File: src/rtl/frame_lock_monitor.sv
// frame_lock_monitor
// Watches the frame period reported by an upstream period counter and decides
// whether the incoming frame stream is locked to the nominal TARGET period.
// A watchdog flags missing frames (STALL) and counts them as bad frames.
// Optional feature: define FRAME_LOCK_MONITOR_AVG_EN to report PERIOD as the
// average of the last four periods instead of the raw latest period.
module frame_lock_monitor #(
  parameter int TARGET   = 16'h5175,
  parameter int WIN      = 16,
  parameter int LOCK_N   = 4,
  parameter int UNLOCK_N = 2,
  parameter int TIMEOUT  = 26250
) (
  input  logic        CLK,
  input  logic        RESET_N,
  input  logic        FRAME_STB,
  input  logic [15:0] TOL,
  output logic [15:0] PERIOD,
  output logic        LOCKED,
  output logic [1:0]  STATE,
  output logic        STALL,
  output logic [7:0]  ERR_CNT
);

  localparam int WD_W = (TIMEOUT > 2) ? $clog2(TIMEOUT) : 1;
  localparam logic [WD_W-1:0]   WD_LAST  = WD_W'(TIMEOUT - 1);
  localparam logic [15:0]       TARGET_C = 16'(TARGET);
  localparam logic signed [16:0] WIN_S   = 17'(WIN);
  localparam logic [7:0]        LOCK_C   = 8'(LOCK_N);
  localparam logic [7:0]        UNLOCK_C = 8'(UNLOCK_N);

  typedef enum logic [1:0] {
    SEARCH  = 2'd0,
    ACQUIRE = 2'd1,
    LOCK    = 2'd2
  } state_t;

  state_t            state_reg, state_next;
  logic [7:0]        good_reg, good_next;
  logic [7:0]        bad_reg, bad_next;
  logic [7:0]        err_reg, err_next;
  logic [WD_W-1:0]   wd_reg, wd_next;
  logic              stall_reg, stall_next;
  logic              locked_reg;
  logic [15:0]       period_reg, period_next;

  logic signed [16:0] diff;
  logic               in_win;
  logic               expire;
  logic               good_evt;
  logic               bad_evt;

  // Window decision on the raw period; 17-bit signed so no TOL value can wrap
  always_comb begin
    diff   = $signed({1'b0, TOL}) - $signed({1'b0, TARGET_C});
    in_win = (diff <= WIN_S) && (diff >= -WIN_S);
  end

  // Watchdog: a frame always wins over a coinciding expiry
  always_comb begin
    expire     = (wd_reg == WD_LAST);
    stall_next = expire && !FRAME_STB;
    if (FRAME_STB || expire) begin
      wd_next = '0;
    end else begin
      wd_next = wd_reg + WD_W'(1);
    end
    good_evt = FRAME_STB && in_win;
    bad_evt  = (FRAME_STB && !in_win) || stall_next;
  end

  // Lock FSM next-state and counter updates; a stall is treated as a bad frame
  always_comb begin
    state_next = state_reg;
    good_next  = good_reg;
    bad_next   = bad_reg;
    err_next   = err_reg;
    case (state_reg)
      SEARCH: begin
        if (good_evt) begin
          good_next  = 8'd1;
          bad_next   = 8'd0;
          state_next = (8'd1 >= LOCK_C) ? LOCK : ACQUIRE;
        end
      end
      ACQUIRE: begin
        if (good_evt) begin
          if (good_reg + 8'd1 >= LOCK_C) begin
            good_next  = LOCK_C;
            bad_next   = 8'd0;
            state_next = LOCK;
          end else begin
            good_next = good_reg + 8'd1;
          end
        end else if (bad_evt) begin
          good_next  = 8'd0;
          state_next = SEARCH;
        end
      end
      LOCK: begin
        if (good_evt) begin
          bad_next = 8'd0;
        end else if (bad_evt) begin
          err_next = (err_reg == 8'hFF) ? err_reg : err_reg + 8'd1;
          if (bad_reg + 8'd1 >= UNLOCK_C) begin
            good_next  = 8'd0;
            bad_next   = 8'd0;
            state_next = SEARCH;
          end else begin
            bad_next = bad_reg + 8'd1;
          end
        end
      end
      default: begin
        good_next  = 8'd0;
        bad_next   = 8'd0;
        state_next = SEARCH;
      end
    endcase
  end

`ifdef FRAME_LOCK_MONITOR_AVG_EN
  logic [15:0] hist_reg [0:2];
  logic [1:0]  fill_reg;
  logic [17:0] sum;

  // Running average over the current and three previous periods
  always_comb begin
    sum = {2'b00, TOL} + {2'b00, hist_reg[0]} + {2'b00, hist_reg[1]} + {2'b00, hist_reg[2]};
    if (!FRAME_STB) begin
      period_next = period_reg;
    end else if (fill_reg == 2'd3) begin
      period_next = 16'(sum >> 2);
    end else begin
      period_next = TOL;
    end
  end

  // Period history shift register and fill count (saturates once full)
  always_ff @(posedge CLK or negedge RESET_N) begin
    if (!RESET_N) begin
      for (int i = 0; i < 3; i++) hist_reg[i] <= '0;
      fill_reg <= '0;
    end else if (FRAME_STB) begin
      hist_reg[0] <= TOL;
      for (int i = 1; i < 3; i++) hist_reg[i] <= hist_reg[i-1];
      if (fill_reg != 2'd3) fill_reg <= fill_reg + 2'd1;
    end
  end
`else
  // Raw period: latch every frame, in-window or not
  always_comb begin
    period_next = FRAME_STB ? TOL : period_reg;
  end
`endif

  // All state and outputs registered; one cycle latency after FRAME_STB
  always_ff @(posedge CLK or negedge RESET_N) begin
    if (!RESET_N) begin
      state_reg  <= SEARCH;
      good_reg   <= '0;
      bad_reg    <= '0;
      err_reg    <= '0;
      wd_reg     <= '0;
      stall_reg  <= 1'b0;
      locked_reg <= 1'b0;
      period_reg <= '0;
    end else begin
      state_reg  <= state_next;
      good_reg   <= good_next;
      bad_reg    <= bad_next;
      err_reg    <= err_next;
      wd_reg     <= wd_next;
      stall_reg  <= stall_next;
      locked_reg <= (state_next == LOCK);
      period_reg <= period_next;
    end
  end

  assign PERIOD  = period_reg;
  assign LOCKED  = locked_reg;
  assign STATE   = state_reg;
  assign STALL   = stall_reg;
  assign ERR_CNT = err_reg;

endmodule

File: config.mk
export PLATFORM = sky130hd
export DESIGN_NAME = frame_lock_monitor
export DESIGN_NICKNAME = d
export VERILOG_FILES = /design/src/rtl/frame_lock_monitor.sv
export SDC_FILE = /design/constraint.sdc
export NUM_CORES = 1
export LEC_CHECK = 0
export ABC_AREA = 1
export CORE_MARGIN = 10
export CORE_UTILIZATION = 50
export DETAILED_ROUTE_END_ITERATION = 10
export GPL_ROUTABILITY_DRIVEN = 0
export MAX_ROUTING_LAYER = met4
export PLACE_DENSITY = 0.73
export SKIP_LAST_GASP = 1
export SLEW_MARGIN = 25
export SYNTH_ARGS = -nofsm -noshare
export SYNTH_HDL_FRONTEND = slang
export SYNTH_SLANG_ARGS = --single-unit
File: constraint.sdc
create_clock -name CLK -period 2.5 [get_ports CLK]
set_input_delay 0.625 -clock CLK [delete_from_list [all_inputs] [get_ports CLK]]
set_output_delay 0.625 -clock CLK [all_outputs]
set_load 0.005 [all_outputs]
Word level (Yosys, flattened, before mapping)
Cells that the tools add are included.
W data, S select, Z words.
{"block": "op_classes", "n_addsub": 5, "reduce_logical": 12, "muxes": 24, "eq_ne": 13, "bitwise": 2, "order_cmp": 4}
{"cell": "$mux W8", "count": 13}
{"cell": "$pmux W8 S3", "count": 2}
{"cell": "$add A8 B1 Y8 const B", "count": 3}
{"cell": "$ge A17 B5 Y1 const B", "count": 1}
{"cell": "$le A17 B6 Y1 const B", "count": 1}
{"cell": "$sub A16 B15 Y17 const B", "count": 1}
{"cell": "$add A15 B1 Y15 const B", "count": 1}
{"cell": "$eq A15 B15 Y1 const B", "count": 1}
{"cell": "$mux W15", "count": 1}
{"cell": "$mux W2", "count": 7}
{"cell": "$ne A2 B2 Y1 const B", "count": 6}
{"cell": "$eq A8 B8 Y1 const B", "count": 1}
{"cell": "$ge A8 B2 Y1 const B", "count": 1}
{"cell": "$ge A8 B3 Y1 const B", "count": 1}
{"cell": "$reduce_and A4 Y1", "count": 2}
{"cell": "$ne A3 B3 Y1 const B", "count": 2}
{"cell": "$pmux W2 S3", "count": 1}
{"cell": "$reduce_and A5 Y1", "count": 1}
{"cell": "$eq A2 B2 Y1 const B", "count": 2}
{"cell": "$logic_and A1 B1 Y1", "count": 4}
{"cell": "$eq A2 B1 Y1 const B", "count": 1}
{"cell": "$logic_not A1 Y1", "count": 2}
{"cell": "$logic_not A2 Y1", "count": 1}
{"cell": "$logic_or A1 B1 Y1", "count": 2}
{"cell": "$not A1 Y1", "count": 2}
{"block": "word_totals", "output_inout_bits": 28, "wordCells": 68, "register_bits": 59, "in_bits": 19}

Depth between registers and ports, before layout
{"block": "depth", "ltp_word": 10, "ltp_mapped": 22}

Worst setup path before layout
OpenSTA, ideal clock, no wires.
{"block": "synth_path", "kind": "input to register", "startpoint": "input TOL[0]", "endpoint": "register bad_reg[7]", "setup_time_ns": 0.117, "path_buffers": 0, "arrival_ns": 2.292, "cell_stages": 22, "setup_slack_ns": 0.091, "t_required_ns": 2.383, "cell_sequence": "inv_1 -> ha_1 -> inv_1 -> nand2_1 -> nand2_1 -> nand2_1 -> inv_1 -> nand2_1 -> nand2_1 -> nand2_1 -> nand2_1 -> nand3_1 -> nor2_2 -> nand2_1 -> nand2_2 -> nand2_2 -> nor2_4 -> nor2_4 -> nor2_4 -> nand2_2 -> inv_4 -> nor2_2"}
{"block": "synth_via", "elab_chain_cells": 8, "elab_cells_between_ends": 14}
{"element": "start, declared", "line_no": "17", "text": "input logic [15:0] TOL,"}
{"element": "$sub A16 B15 Y17 *", "line_no": "55", "text": "diff = $signed({1'b0, TOL}) - $signed({1'b0, TARGET_C});"}
{"element": "$le A17 B6 Y1 / $ge A17 B5 Y1 (equally long branches)", "line_no": "56", "text": "in_win = (diff <= WIN_S) && (diff >= -WIN_S);"}
{"element": "$logic_and A1 B1 Y1 *", "line_no": "56"}
{"element": "$logic_not A1 Y1", "line_no": "69", "text": "bad_evt = (FRAME_STB && !in_win) || stall_next;"}
{"element": "$logic_and A1 B1 Y1", "line_no": "69"}
{"element": "$logic_or A1 B1 Y1", "line_no": "69"}
{"element": "$ne A3 B3 Y1 (no line)"}
{"element": "$reduce_and A4 Y1 (no line)"}
{"element": "end signal, assigned", "line_no": "171", "text": "bad_reg <= bad_next;"}
{"element": "end, declared", "line_no": "40", "text": "logic [7:0] bad_reg, bad_next;"}
Mark *: on every way between the ends. The rest lies on a longest branch, timed or not.
A chain may end at the register's enable or synchronous reset.

Worst setup path in the final report
{"block": "layout_path", "startpoint": "input TOL[0]", "endpoint": "register good_reg[6]"}
{"block": "layout_via", "elab_chain_cells": 8, "elab_cells_between_ends": 15}
{"element": "$sub A16 B15 Y17 *", "line_no": "55"}
{"element": "$le A17 B6 Y1 / $ge A17 B5 Y1 (equally long branches)", "line_no": "56"}
{"element": "$logic_and A1 B1 Y1 *", "line_no": "56"}
{"element": "$logic_not A1 Y1", "line_no": "69"}
{"element": "$logic_and A1 B1 Y1", "line_no": "69"}
{"element": "$logic_or A1 B1 Y1", "line_no": "69"}
{"element": "$ne A3 B3 Y1 (no line) / $ne A2 B2 Y1 (equally long branches)"}
{"element": "$reduce_and A5 Y1 (no line)"}
{"element": "end signal, assigned", "line_no": "170", "text": "good_reg <= good_next;"}
{"element": "end, declared", "line_no": "39", "text": "logic [7:0] good_reg, good_next;"}
Marked as above.

==> reports/qor.yml <==
timing:
  setup_viol: 0
  tightest_slew_ns: 0.4640
  hold_violations: 0
  whs_ns: 0.2812
  finClkSkew_ns: 0.01320
  setup_tns_ns: 0
  finalMaxSlewViolations: 0
  finalCritPeriodShare_pct: 92.01
  relSlewSlack_pct: 68.78
  fmaxAchievable_mhz: 434.7
  layout_min_cycle_time_ns: 2.300
critical_path:
  required_ns: 2.73
  r2r-start: "wd_reg[0]"
  crit_start: "TOL[0]"
  crit_path_end_kind: "flip-flop"
  cp-start-kind: "primary input"
  cp.arrival_ns: 2.53
  crit_path_max_fanout: 5
  crit_type: "in2reg"
  reg2reg_depth: 11
power_and_ir_drop:
  seq_power_share_pct: 40.5
  leakage_nw: 2.356
  vdd.ir_drop.worst_mv: 0.3081
  p_int_w: 0.001932
  switching_share_pct: 26.10
  p_switching_w: 0.0006826
  clkPwrFrac_pct: 40.8
  comb_power_share_pct: 18.7
  p_per_area_nw_per_um2: 543.8
clock_tree:
  cts_root_buf: "clkbuf_8"
  cts_tree: "yes"
  cts_buffer_depth: 2
  path_clk_slew_ns: 0.07
  h-tree-depth: 3
  cts_hold_buf: 0
  cts_buffers: 9
  cts_sinks: 59
  clk_latency_ns: 0.34
detailed_routing:
  met2_length_um: 4282
  met3_length_um: 253
  via_per_inst: 4.964
  ant_nets: 0
  drcViolationCount: 0
  wl_met1_um: 4110
  drt-total-wl_um: 8785
  vias: 3420
  wl_per_cell_um: 12.75
  highest_layer: "met4"
  drt_iter0_drc: 108
  dr.pass1.iters: 4
synth:
  ys_types: 32
  synthTopCellsByArea: "dfrtp_1, nand2_1, inv_1"
  syn_avg_cell_area_um2: 7.271
  ys_ff_latch: 59
  synth_top_area_cell: "dfrtp_1"
  synth_cells: 487
  syn_nets: 515
  yosys_warnings: 0
  syn_area_um2: 3541
  yosysTopAreaCellShare_pct: 41.70
  yosysSeqAreaShare_pct: 41.70
die:
  io_pins: 47
  die_h_um: 104.2
  start_util_pct: 51.83
  core_um2: 6832
  die_w_um: 104.2
  die-area_um2: 10850
  rows: 30
global_route:
  grt_start_max_net_pins: 60
  track_usage_pct: 16.64
  grt_overflow: 0
  antenna_found_initial: 0
  grt_pass1_wl_um: 14880
  grt_pass1_vias: 3273
finish:
  nFillCells: 553
  antenna_cells: 0
  largest_register_ffs: 16
  multi_input_area_um2: 1908
  syn2layout_area_growth_pct: 35.80
  drive_gt1_share_pct: 22.26
  seqCellArea_um2: 1476
  final_cell_mix: "nand2_1, dfrtp_1, inv_1"
  fin_nets: 616
  layout_commonest_cell: "nand2_1"
status:
  status: "finished clean"
run:
  maxCapViolCount: 0
worst_hold_path:
  min_path_type: "in2async"
placed_design:
  dp_hpwl_um: 6681
  io_buffers: 46
[synthesized netlist by cell type, drive strengths merged]
master	n
nand2	151
nor4	5
inv	64
nor3	13
xnor2	2
clkbuf	4
o21ai	30
o21a	2
nand3b	1
a21oi	19
nand3	37
a211oi	1
xor2	9
a2111o	1
nand4	8
ha	9
dfrtp	59
a41oi	1
a21o	1
and3	1
a31oi	2
nor2	66
a21boi	1
[logic make-up (layout without fill, tap and decap cells)]
group | after synthesis | count (layout) | share of synthesized area [%]
DFF | 59 | 59 | 41.70
AOI/OAI and AO/OA | 58 | 58 | 9.223
adders and majority gates | 9 | 9 | 3.180
and+or+nand+nor | 282 | 282 | 35.90
buffers and inverters | 68 | 174 | 7.279
xor gates and xnor gates | 11 | 11 | 2.721
[per-stage QoR]
step	util, %	total power [W]	cell area [um^2]	worst slack (ns)	cells
6_report	70.38	0.002615	4808	0.1998	689
5_1_grt	70.38	0.002738	4808	-0.05543	689
4_1_cts	69.01	0.002612	4715	0.0006117	686
3_5_place_dp	64.95	0.001537	4437	-0.6158	668
3_3_place_gp	64.95	0.001519	4437	-0.5386	668
2_1_floorplan	-	0.001280	3541	0.09067	487
[per-layer routing]
| layer | global-route usage, % | vias up |
|---|---|---|
| li1 | - | 1771 |
| met1 | 20.67 | 1573 |
| met2 | 26.71 | 62 |
| met3 | 3.036 | 14 |
| met4 | 5.567 | 0 |
| met5 | - | - |
[cell type report]
cell class                      instances  area share (%)
Clock buffer                           12           3.018
Clock inverter                          4           2.030
Inverter                               64           5.100
Multi-Input combinational cell        360           39.68
Sequential cell                        59           30.71
Tap cell                               96           2.498
Timing Repair Buffer                   94           16.97
[power by group through the flow]
stage	Combinational (W)	Clock, W	Sequential [W]
after floorplan	0.000213	0	0.00107
after global placement	0.000448	0	0.00107
after detailed placement	0.000462	0	0.00107
after CTS	0.000465	0.00109	0.00106
after global routing	0.000544	0.00113	0.00107
final	0.000489	0.00107	0.00106
[final timing paths]
check                              end  slack, ns
min in group CLK             PERIOD[0]       0.49
max                        good_reg[6]       0.20
max reg2reg                 wd_reg[14]       0.48
max in group asynchronous    wd_reg[0]       1.96
min reg2reg                  PERIOD[0]       0.49
min                          PERIOD[6]       0.28
[repair_timing]
| action | in CTS | in global routing |
|---|---|---|
| setup buffers | 2 | 3 |
| setup endpoints to repair | 27 | 27 |
| gates resized for setup | 29 | 39 |
| pin swaps | 15 | 26 |
[critical path: stages]
cell and delay (ns):
clkbuf_2 0.11, inv_2 0.04, ha_2 0.18, inv_2 0.05
nand2_2 0.06, nand2_4 0.12, nand2_2 0.07, inv_2 0.05
nand2_2 0.06, nand2_2 0.06, nand2_1 0.04, nand2_1 0.09
nand3_2 0.07, nor2_2 0.10, nand2_1 0.06, nand2_2 0.09
nand2_2 0.07, nor2_4 0.16, nor2_4 0.08, nor2_8 0.17
buf_12 0.12, a21oi_1 0.05
No activity file was read; power rests on OpenSTA's default activity.
